[config.mk]
export PLATFORM = sky130hd
export DESIGN_NAME = wb_flat
export DESIGN_NICKNAME = d
export VERILOG_FILES = /design/src/rtl/wb_pkg.sv /design/src/rtl/wb_if.sv /design/src/rtl/wb_load_align.sv /design/src/rtl/wb.sv /design/src/flat_wrapper.sv
export SDC_FILE = /design/constraint.sdc
export NUM_CORES = 1
export LEC_CHECK = 0
export ABC_CLOCK_PERIOD_IN_PS = 3600
export BUFFER_PORTS_ARGS = -buffer_cell sky130_fd_sc_hd__buf_2
export CORE_ASPECT_RATIO = 2
export CORE_MARGIN = 2
export CORE_UTILIZATION = 50
export CTS_BUF_LIST = sky130_fd_sc_hd__clkbuf_2 sky130_fd_sc_hd__clkbuf_4 sky130_fd_sc_hd__clkbuf_8
export DETAILED_ROUTE_END_ITERATION = 6
export GPL_TIMING_DRIVEN = 1
export PLACE_DENSITY = 0.92
export REMOVE_ABC_BUFFERS = 1
export SLEW_MARGIN = 30
export SYNTH_ARGS = -nofsm -noshare
export SYNTH_HDL_FRONTEND = slang
export SYNTH_SLANG_ARGS = --single-unit
export TNS_END_PERCENT = 1
[constraint.sdc]
create_clock -name clk -period 3.6 [get_ports clk]
set_input_delay 0.18 -clock clk [delete_from_list [all_inputs] [get_ports clk]]
set_output_delay 0.18 -clock clk [all_outputs]
set_load 0.02 [all_outputs]
[src/rtl/wb_pkg.sv]
// Shared widths, encodings and the writeback holding-register type.
// No logic; imported by the writeback block, its interface and the bench.
// Not applicable: package carries no handshake.
package wb_pkg;

  localparam int WORD_W     = 32;
  localparam int ADDR_W     = 32;
  localparam int REG_IDX_W  = 5;
  localparam int DEST_SRC_W = 2;
  localparam int MEM_OP_W   = 4;

  // Where the register-file write data comes from
  localparam logic [DEST_SRC_W-1:0] DEST_SRC_NONE = 2'd0;
  localparam logic [DEST_SRC_W-1:0] DEST_SRC_ALU  = 2'd1;
  localparam logic [DEST_SRC_W-1:0] DEST_SRC_MEM  = 2'd2;

  // Memory operations; only the load flavours matter in writeback
  localparam logic [MEM_OP_W-1:0] MEM_OP_NONE = 4'd0;
  localparam logic [MEM_OP_W-1:0] MEM_OP_LB   = 4'd1;
  localparam logic [MEM_OP_W-1:0] MEM_OP_LH   = 4'd2;
  localparam logic [MEM_OP_W-1:0] MEM_OP_LW   = 4'd3;
  localparam logic [MEM_OP_W-1:0] MEM_OP_LBU  = 4'd4;
  localparam logic [MEM_OP_W-1:0] MEM_OP_LHU  = 4'd5;

  // Instruction held in the writeback stage
  typedef struct packed {
    logic                  valid;
    logic [ADDR_W-1:0]     pc;
    logic [REG_IDX_W-1:0]  dest_reg;
    logic [DEST_SRC_W-1:0] dest_src;
    logic [WORD_W-1:0]     alu_eval;
    logic [MEM_OP_W-1:0]   mem_op;
  } wb_hold_t;

endpackage

[src/rtl/wb_if.sv]
// ME-to-WB instruction bus plus the register-file write port and stall return.
// Wires only; timing is set by the producer and consumer.
// o_stall from the slave side holds the master's instruction in place.
interface wb_if #(
  parameter int CNT_W = 32
);
  import wb_pkg::*;

  logic                  i_valid;
  logic [ADDR_W-1:0]     i_pc;
  logic [REG_IDX_W-1:0]  i_dest_reg;
  logic [DEST_SRC_W-1:0] i_dest_src;
  logic [WORD_W-1:0]     i_alu_eval;
  logic [MEM_OP_W-1:0]   i_mem_op;
  logic                  i_mem_rvalid;
  logic [WORD_W-1:0]     i_mem_rdata;
  logic                  o_dest_en;
  logic [REG_IDX_W-1:0]  o_dest_reg;
  logic [WORD_W-1:0]     o_dest_data;
  logic                  o_stall;
  logic [ADDR_W-1:0]     o_pc;
  logic [CNT_W-1:0]      o_retired;
  logic                  o_rsp_err;

  // Upstream pipeline / memory side
  modport master (
    output i_valid, i_pc, i_dest_reg, i_dest_src, i_alu_eval, i_mem_op,
    output i_mem_rvalid, i_mem_rdata,
    input  o_dest_en, o_dest_reg, o_dest_data, o_stall, o_pc, o_retired, o_rsp_err
  );

  // Writeback stage side
  modport slave (
    input  i_valid, i_pc, i_dest_reg, i_dest_src, i_alu_eval, i_mem_op,
    input  i_mem_rvalid, i_mem_rdata,
    output o_dest_en, o_dest_reg, o_dest_data, o_stall, o_pc, o_retired, o_rsp_err
  );

endinterface

[src/rtl/wb_load_align.sv]
// Selects the addressed byte/halfword of a raw memory word and sign/zero-extends it.
// Purely combinational, zero latency.
// No flow control.
module wb_load_align
  import wb_pkg::*;
(
  input  logic [MEM_OP_W-1:0] mem_op,
  input  logic [1:0]          byte_off,
  input  logic [WORD_W-1:0]   raw,
  output logic [WORD_W-1:0]   data
);

  logic [7:0]  sel_byte;
  logic [15:0] sel_half;

  // Pick the lane by address, then extend according to the load flavour;
  // misaligned halfword/word loads simply use the truncated address.
  always_comb begin
    sel_byte = raw[8*byte_off +: 8];
    sel_half = byte_off[1] ? raw[31:16] : raw[15:0];
    case (mem_op)
      MEM_OP_LB:  data = {{24{sel_byte[7]}}, sel_byte};
      MEM_OP_LBU: data = {24'd0, sel_byte};
      MEM_OP_LH:  data = {{16{sel_half[15]}}, sel_half};
      MEM_OP_LHU: data = {16'd0, sel_half};
      default:    data = raw;
    endcase
  end

endmodule

[src/rtl/wb.sv]
// Writeback stage: holds the ME result, waits for load data, drives the register-file write port.
// ALU results write one cycle after capture; loads complete in the cycle the memory response arrives.
// o_stall is raised combinationally while a held load has no response yet; capture is frozen meanwhile.
module wb
  import wb_pkg::*;
#(
  parameter int CNT_W = 32
) (
  input  logic clk,
  input  logic aresetn,
  wb_if.slave  bus
);

  localparam logic [0:0] ST_RUN       = 1'b0;
  localparam logic [0:0] ST_LOAD_WAIT = 1'b1;

  wb_hold_t          hold;
  logic [0:0]        state;
  logic [0:0]        state_nxt;
  logic              stall;
  logic              completing;
  logic [WORD_W-1:0] load_word;
  logic [CNT_W-1:0]  retired;
  logic              rsp_err;

  // A held load without its response blocks both capture and completion
  assign stall      = (state == ST_LOAD_WAIT) && !bus.i_mem_rvalid;
  assign completing = hold.valid && !stall;

  // Next state follows whatever gets captured; a stall keeps the load pending
  always_comb begin
    state_nxt = state;
    if (!stall) begin
      state_nxt = (bus.i_valid && bus.i_dest_src == DEST_SRC_MEM) ? ST_LOAD_WAIT : ST_RUN;
    end
  end

  // FSM state register
  always_ff @(posedge clk or negedge aresetn) begin
    if (!aresetn) state <= ST_RUN;
    else          state <= state_nxt;
  end

  // Holding register captures the ME stage whenever not stalled
  always_ff @(posedge clk or negedge aresetn) begin
    if (!aresetn) begin
      hold <= '0;
    end else if (!stall) begin
      hold.valid    <= bus.i_valid;
      hold.pc       <= bus.i_pc;
      hold.dest_reg <= bus.i_dest_reg;
      hold.dest_src <= bus.i_dest_src;
      hold.alu_eval <= bus.i_alu_eval;
      hold.mem_op   <= bus.i_mem_op;
    end
  end

  // Retired count and sticky stray-response flag
  always_ff @(posedge clk or negedge aresetn) begin
    if (!aresetn) begin
      retired <= '0;
      rsp_err <= 1'b0;
    end else begin
      if (completing) retired <= retired + {{(CNT_W-1){1'b0}}, 1'b1};
      if (bus.i_mem_rvalid && state == ST_RUN) rsp_err <= 1'b1;
    end
  end

  wb_load_align u_align (
    .mem_op   (hold.mem_op),
    .byte_off (hold.alu_eval[1:0]),
    .raw      (bus.i_mem_rdata),
    .data     (load_word)
  );

  // Register-file write port; x0 writes are dropped
  always_comb begin
    bus.o_dest_en = completing && hold.dest_src != DEST_SRC_NONE && hold.dest_reg != '0;
    case (hold.dest_src)
      DEST_SRC_ALU: bus.o_dest_data = hold.alu_eval;
      DEST_SRC_MEM: bus.o_dest_data = load_word;
      default:      bus.o_dest_data = '0;
    endcase
  end

  assign bus.o_dest_reg = hold.dest_reg;
  assign bus.o_pc       = hold.pc;
  assign bus.o_stall    = stall;
  assign bus.o_retired  = retired;
  assign bus.o_rsp_err  = rsp_err;

endmodule

[src/flat_wrapper.sv]
// flat-port wrapper written by rule: the top's interface ports become plain ports
module wb_flat import wb_pkg::*;
#(
  parameter int CNT_W = 32
)
  (clk, aresetn, bus_i_valid, bus_i_pc, bus_i_dest_reg, bus_i_dest_src, bus_i_alu_eval, bus_i_mem_op, bus_i_mem_rvalid, bus_i_mem_rdata, bus_o_dest_en, bus_o_dest_reg, bus_o_dest_data, bus_o_stall, bus_o_pc, bus_o_retired, bus_o_rsp_err);
  wb_if #(.CNT_W(CNT_W)) bus_i ();
  input  logic clk;
  input  logic aresetn;
  input wire logic [$bits(bus_i.i_valid)-1:0] bus_i_valid;
  input wire logic [$bits(bus_i.i_pc)-1:0] bus_i_pc;
  input wire logic [$bits(bus_i.i_dest_reg)-1:0] bus_i_dest_reg;
  input wire logic [$bits(bus_i.i_dest_src)-1:0] bus_i_dest_src;
  input wire logic [$bits(bus_i.i_alu_eval)-1:0] bus_i_alu_eval;
  input wire logic [$bits(bus_i.i_mem_op)-1:0] bus_i_mem_op;
  input wire logic [$bits(bus_i.i_mem_rvalid)-1:0] bus_i_mem_rvalid;
  input wire logic [$bits(bus_i.i_mem_rdata)-1:0] bus_i_mem_rdata;
  output wire logic [$bits(bus_i.o_dest_en)-1:0] bus_o_dest_en;
  output wire logic [$bits(bus_i.o_dest_reg)-1:0] bus_o_dest_reg;
  output wire logic [$bits(bus_i.o_dest_data)-1:0] bus_o_dest_data;
  output wire logic [$bits(bus_i.o_stall)-1:0] bus_o_stall;
  output wire logic [$bits(bus_i.o_pc)-1:0] bus_o_pc;
  output wire logic [$bits(bus_i.o_retired)-1:0] bus_o_retired;
  output wire logic [$bits(bus_i.o_rsp_err)-1:0] bus_o_rsp_err;
  assign bus_i.i_valid = bus_i_valid;
  assign bus_i.i_pc = bus_i_pc;
  assign bus_i.i_dest_reg = bus_i_dest_reg;
  assign bus_i.i_dest_src = bus_i_dest_src;
  assign bus_i.i_alu_eval = bus_i_alu_eval;
  assign bus_i.i_mem_op = bus_i_mem_op;
  assign bus_i.i_mem_rvalid = bus_i_mem_rvalid;
  assign bus_i.i_mem_rdata = bus_i_mem_rdata;
  assign bus_o_dest_en = bus_i.o_dest_en;
  assign bus_o_dest_reg = bus_i.o_dest_reg;
  assign bus_o_dest_data = bus_i.o_dest_data;
  assign bus_o_stall = bus_i.o_stall;
  assign bus_o_pc = bus_i.o_pc;
  assign bus_o_retired = bus_i.o_retired;
  assign bus_o_rsp_err = bus_i.o_rsp_err;
  wb #(.CNT_W(CNT_W)) u_core (.clk(clk), .aresetn(aresetn), .bus(bus_i));
endmodule
==> results of run 1 <==
synth_stat cells (all sizes together), types with 2 or more instances:
| cell type | number | share of area [%] |
|---|---|---|
| nor3 | 3 | 0.35 |
| nand3 | 11 | 0.95 |
| a221oi | 6 | 0.91 |
| mux2 | 13 | 2.5 |
| nand2 | 266 | 17 |
| a21oi | 10 | 0.87 |
| ha | 4 | 0.87 |
| a31oi | 2 | 0.22 |
| and2 | 3 | 0.32 |
| nand4 | 13 | 1.4 |
| o21ai | 50 | 5.2 |
| clkbuf | 27 | 1.8 |
| nor2 | 18 | 1.2 |
| nand2b | 2 | 0.22 |
| and3 | 6 | 0.65 |
| inv | 9 | 0.58 |
| and4 | 6 | 0.91 |
| xnor2 | 20 | 3.0 |
| a21o | 2 | 0.26 |
| dfrtp | 110 | 48 |
| xor2 | 11 | 1.7 |
| nor4b | 2 | 0.30 |
| o211ai | 3 | 0.39 |
| buf | 50 | 6.4 |
| nor3b | 2 | 0.26 |
| nor4 | 11 | 1.3 |
area by class of cell:
cell class,instances,area [sq um]
diodes,3,7.51
clock inverters,5,42.5
inverters,9,33.8
flip-flops and latches,110,2750
well taps,142,178
fillers,878,3930
repair buffers,276,1680
clock buffers,10,138
multi-input cells,480,2530
cells by family after synthesis:
| logic type | synth area share, % |
|---|---|
| muxes | 3.10 |
| AOI/OAI and AO/OA | 9.18 |
| xor gates and xnor gates | 4.70 |
| DFF | 47.6 |
| adders and majority gates | 0.866 |
| and+or+nand+nor | 25.8 |
| buffers and inverters | 8.77 |
cell usage in the layout (no fill, tap or decap), drive strengths merged, types with 2 or more instances in the layout:
cell type and count:
and2 3, nor4 11, clkinv 2, buf 221, nand2b 2, diode 3
nand2 266, clkbuf 10, mux2 13, ha 4, o211ai 3, nor2 18
a21o 2, nand4 13, and4 6, nor3 3, xnor2 20, o21ai 50
and3 6, nand3 11, a221oi 6, a21oi 10, xor2 11, dfrtp 110
nor4b 2, a31oi 2, nor3b 2, inv 11, dlygate4sd3 55
tightest hold or removal path: cells and delay by family:
kind                   cells  cell delay (ns)
buffers and inverters      1             0.07
AND/OR/NAND/NOR            2             0.11
final timing paths:
kind	from	to	slack (ns)	cells after the start
min in group asynchronous	aresetn	u_core.bus.o_pc[30]$_DFFE_PN0N_	0.42	2
setup / recovery	u_core.hold[2]$_DFFE_PN0N_	bus_o_dest_data[21]	0.43	5
max in group asynchronous	aresetn	u_core.hold[5]$_DFFE_PN0N_	2.25	3
hold reg to reg	u_core.bus.o_rsp_err$_DFFE_PN0P_	u_core.bus.o_rsp_err$_DFFE_PN0P_	0.46	1
setup reg to reg	u_core.bus.o_retired[11]$_DFFE_PN0P_	u_core.bus.o_retired[26]$_DFFE_PN0P_	1.43	4
hold / removal	bus_i_alu_eval[10]	u_core.hold[14]$_DFFE_PN0N_	0.02	3
repair_timing:
item,in CTS,in global routing
hold endpoints to repair,110,3
hold buffers,52,3
buffers inserted,0,0
per-layer routing:
metal  part of all wire (%)  vias up  global-route usage [%]
met1                     34     2717                    29.4
met4                    6.0        0                    18.1
met2                     53      306                    49.8
met3                    6.1       84                    6.19
li1                       -     2608                       -
met5                      0        -                       0
through the flow:
stage          std cells  setup WS (ns)  power, mW  cell area, sq um  hold WS (ns)
2_1_floorplan        599         -0.815       1.87              5310        -0.116
3_3_place_gp         962          0.944       2.15              6620         0.300
3_5_place_dp         962          0.890       2.18              6620         0.304
4_1_cts             1029          0.453       2.93              7320      0.000756
5_1_grt             1035          0.272       3.07              7360       0.00260
6_report            1035          0.433       2.93              7360        0.0168
power by group:
| group | leakage [nW] | total (mW) | switching (mW) | internal [mW] |
|---|---|---|---|---|
| combinational | 2.38 | 0.778 | 0.482 | 0.295 |
| clock | 0.0894 | 0.710 | 0.435 | 0.275 |
| sequential | 1.32 | 1.44 | 0.102 | 1.34 |
| total | 3.79 | 2.93 | 1.02 | 1.91 |
==> results.json, run 1 <==
{
  "ys_warn_count": 0,
  "syn_avg_cell_area_sq_um": 8.55,
  "required_ns": 3.42,
  "tns_ns": 0,
  "area_growth_pct": 27.3,
  "hold_viol": 0,
  "cpPeakStageDelay_ns": 0.59,
  "clk_pin_slew_ns": 0.10,
  "setup_viol": 0,
  "core_area_sq_um": 11300,
  "crit_family": "compound AO/OA/AOI/OAI gates",
  "wl_mm": 17.5,
  "clock_skew_ns": 0.0126,
  "worstHoldPathType": "in -> reg",
  "relSlewSlack_pct": 32.9,
  "antenna_found_initial": 3,
  "drtAntennaViolNets": 0,
  "clock.fmax_mhz": 316,
  "crit_path_end_kind": "output pin",
  "grt_pass1_wl_mm": 27.6,
  "vias_per_cell": 5.52,
  "worst_pin_slew_ns": 1.00,
  "cp_cell_sequence": "or3b_1 > a221o_1 > o21ai_4 > o21ai_0 > buf_2",
  "synth_cell_type_count": 51,
  "cts_buffers": 9,
  "worst-setup-path-type": "reg -> out",
  "cts_buffer_depth": 2,
  "grt.overflow.total": 0,
  "outcome": "finished clean",
  "synth.yosys.seq_area_share_pct": 47.6,
  "drv_slew": 0,
  "ios": 215,
  "routabilityCongestion": 0.911,
  "track_usage_pct": 28.3,
  "timing.final.crit_share_pct": 88.0,
  "rsz0062_at_grt": "no",
  "cp-start-kind": "flip-flop",
  "wire_per_inst_um": 16.9,
  "syn_area_sq_um": 5780,
  "max-cap-violations": 0,
  "nets": 1001,
  "path_buf_inv": 1,
  "dr.pass1.iters": 5,
  "insertion_delay_ns": 0.38,
  "power_density_nw_per_um2": 399,
  "layout_min_cycle_time_ns": 3.17,
  "drc": 0,
  "rows": 55,
  "cts_tree": "yes",
  "die_width_um": 80.0,
  "async_flop_share_pct": 100,
  "port_buffers": 214,
  "clock_sinks": 110,
  "vias": 5715,
  "synthFlopType": "dfrtp_1",
  "root_buffer": "clkbuf_8",
  "synthCells": 676,
  "grt_max_degree": 78,
  "ys_seq_elements": 110,
  "crit_fanout": 16,
  "largest_reg_flops": 39,
  "dp_hpwl_mm": 11.7,
  "synth-edff-count": 0,
  "first_global_vias": 5762,
  "drive_gt1_share_pct": 30.0,
  "critPathSlowestCell": "o21ai_4",
  "ctsResizeCount": 0,
  "die-area_sq_um": 12500,
  "leakagePower_nw": 3.79,
  "initial_core_util_pct": 51.2,
  "arrival_ns": 2.99,
  "worst_ir_drop_vdd_mv": 0.304,
  "top_register": "u_core.hold",
  "drt_iter0_markers": 394,
  "fp.dieH_um": 156,
  "utilization_pct": 65.2,
  "h-tree-depth": 3
}
Note: power is estimated with default switching activity, not from simulation.
==> run 2: changes to the inputs <==
- ABC_AREA: not set -> 1
- GPL_TIMING_DRIVEN: 1 -> 0
- PLACE_DENSITY: 0.92 -> 0.91
==> results.json, run 2 <==
{
  "outcome": "finished clean",
  "async_flop_share_pct": 100,
  "drv_slew": 0,
  "setup_viol": 0,
  "vias": 6576,
  "crit_family": "simple AND/OR/NAND/NOR gates",
  "regArea_sq_um": 2750,
  "worstHoldPathType": "in -> reg",
  "wire_per_inst_um": 15.8,
  "yosysTopAreaCell": "dfrtp_1",
  "layout_common_cells": "nand2_1, buf_2, dfrtp_1",
  "highest_layer": "met4",
  "clock_sinks": 110,
  "synth_compound_gate_area_share_pct": 7.73,
  "max-cap-violations": 0,
  "cts_buffer_depth": 2,
  "largest_reg_flops": 39,
  "synth_xor_xnor_area_share_pct": 3.04,
  "clock_skew_ns": 0.0161,
  "h-tree-depth": 3,
  "wl_met1_mm": 6.71,
  "synth_cell_type_count": 32,
  "worst_pin_slew_ns": 0.959,
  "postCtsSetupBuffers": 0,
  "path_buf_inv": 2,
  "nets": 1211,
  "synth.yosys.seq_area_share_pct": 43.4,
  "clk_pin_slew_ns": 0.13,
  "syn_avg_cell_area_sq_um": 7.21,
  "initial_core_util_pct": 50.8,
  "worst-setup-path-type": "reg -> out",
  "worst_ir_drop_vdd_mv": 0.251,
  "synthTopCellsByCount": "nand2_1, dfrtp_1, inv_1",
  "leakagePower_nw": 4.41,
  "critPathLaunch": "u_core.hold[4]$_DFFE_PN0N_",
  "cts_tree": "yes",
  "drt_iter0_markers": 423,
  "core_area_sq_um": 12500,
  "drc": 0,
  "antenna_found_initial": 1,
  "synth.area.top_cells": "dfrtp_1, nand2_1, a21oi_1, buf_4, inv_1",
  "grt.overflow.total": 0,
  "fill_cells": 1025,
  "crit_path_end_kind": "output pin",
  "grt_max_degree": 89,
  "worstHoldStart": "bus_i_alu_eval[13]",
  "wl_mm": 19.8,
  "wl_met2_mm": 10.7,
  "cts_buffers": 9,
  "dr_wl_met3_mm": 1.08,
  "dr.pass1.iters": 5,
  "rsz0062_at_grt": "no",
  "timing.final.crit_share_pct": 73.1,
  "fp.dieH_um": 163,
  "synth-edff-count": 0,
  "synthCells": 879,
  "synthSimpleGateAreaFrac_pct": 33.4,
  "ys_seq_elements": 110,
  "synthFlopType": "dfrtp_1",
  "postCtsHoldBufs": 62,
  "ctsResizeCount": 0,
  "dp_hpwl_mm": 13.2,
  "ios": 215,
  "hold_viol": 0,
  "cp-start-kind": "flip-flop",
  "track_usage_pct": 27.8,
  "rows": 58,
  "critPathSlowestCell": "dfrtp_1",
  "tns_ns": 0,
  "synth_adder_area_share_pct": 0.789,
  "final_common_cell": "nand2_1",
  "synth_top_family_by_area": "simple AND/OR/NAND/NOR gates",
  "clock.fmax_mhz": 380,
  "syn_area_sq_um": 6340,
  "insertion_delay_ns": 0.38,
  "cpPeakStageDelay_ns": 0.69,
  "finalHoldWorstSlack_ns": 0.0177,
  "cp_common_cell": "nand2_1",
  "relSlewSlack_pct": 36.0,
  "required_ns": 3.42,
  "first_global_vias": 6489,
  "r2r-start": "u_core.state$_DFFE_PN0N_",
  "port_buffers": 214,
  "power_density_nw_per_um2": 384,
  "drtAntennaViolNets": 0,
  "top_register": "u_core.hold",
  "crit_fanout": 16,
  "synth_top_area_share_pct": 43.4,
  "die-area_sq_um": 13700,
  "die_width_um": 83.6,
  "drive_gt1_share_pct": 24.2,
  "layout_min_cycle_time_ns": 2.63,
  "arrival_ns": 2.45,
  "area_growth_pct": 27.2,
  "grt_pass1_wl_mm": 30.2,
  "synth_mux_area_share_pct": 0,
  "routabilityCongestion": 0.917,
  "root_buffer": "clkbuf_8",
  "cp_cell_sequence": "inv_1 > nand2_1 > nand3_1 > nand2_1 > nand2_2 > nand3_4 > nand2_1 > a21oi_1 > buf_2",
  "yosysMostFrequentCell": "nand2_1",
  "vias_per_cell": 5.25,
  "multi_input_area_sq_um": 2860,
  "ys_warn_count": 0
}
## run 2: cell count changes in the layout (fill, tap and decap cells not counted), moves of 10 or more
cell     delta
o21ai_2    -10
xnor2_1    -11
mux2_2     -13
a21oi_1    +50
nand3_1    +25
nand2_1   +133
o21ai_0    -11
inv_1      +60
## run 2: where the power goes
group	switching (mW)	internal, mW	leakage [nW]
combinational	0.529	0.297	2.96
sequential	0.102	1.34	1.34
clock	0.474	0.361	0.114
## run 2: layer usage
layer,up-vias,GRT usage [%]
met5,-,0
met4,0,20.7
met3,90,3.59
met2,325,51.1
met1,3048,28.3
li1,3113,-
## run 2: area by class of cell
cell class,count,area share (%)
Multi-Input combinational cell,623,35.5
Tap cell,150,2.33
Antenna cell,1,0.0310
Clock inverter,6,1.07
Timing Repair Buffer,278,21.8
Inverter,74,3.50
Sequential cell,110,34.1
Clock buffer,10,1.71
## run 2: worst paths after layout
path                                                              to  slack, ns  depth (start not counted)
worst max-delay path                             bus_o_dest_data[26]       0.97                          9
worst min-delay path                     u_core.hold[17]$_DFFE_PN0N_       0.02                          3
worst max register to register  u_core.bus.o_retired[29]$_DFFE_PN0P_       1.12                          8
worst min register to register           u_core.hold[10]$_DFFE_PN0N_       0.48                          2
max in group asynchronous                u_core.hold[14]$_DFFE_PN0N_       2.65                          3
min in group asynchronous            u_core.bus.o_pc[22]$_DFFE_PN0N_       0.29                          2
## run 2: logic make-up (layout without fill, tap and decap cells)
group / count (synthesis) / after routing
AND/OR/NAND/NOR: 504 / 504
buffers and inverters: 146 / 368
flip-flops: 110 / 110
AO/OA/AOI/OAI: 93 / 93
XOR/XNOR: 22 / 22
adder cells (fa/ha/maj): 4 / 4
other: 0 / 1
## run 2: tightest hold or removal path, cell delays in order
cell and delay, ns:
buf_2 0.08, nand2_1 0.04, nand2_1 0.06
## run 2: per-stage QoR
stage                     std cells  power, mW  utilization, %  cell area (sq um)  setup slack, ns
after CTS                      1251       3.11            64.5               8060            0.686
after global placement         1171       2.19            57.2               7140            0.264
after detailed placement       1173       2.21            57.8               7210            0.866
after floorplan                 807       1.90               -               5880             1.45
after global routing           1252       3.25            64.6               8070            0.751
final                          1252       3.10            64.6               8070            0.969
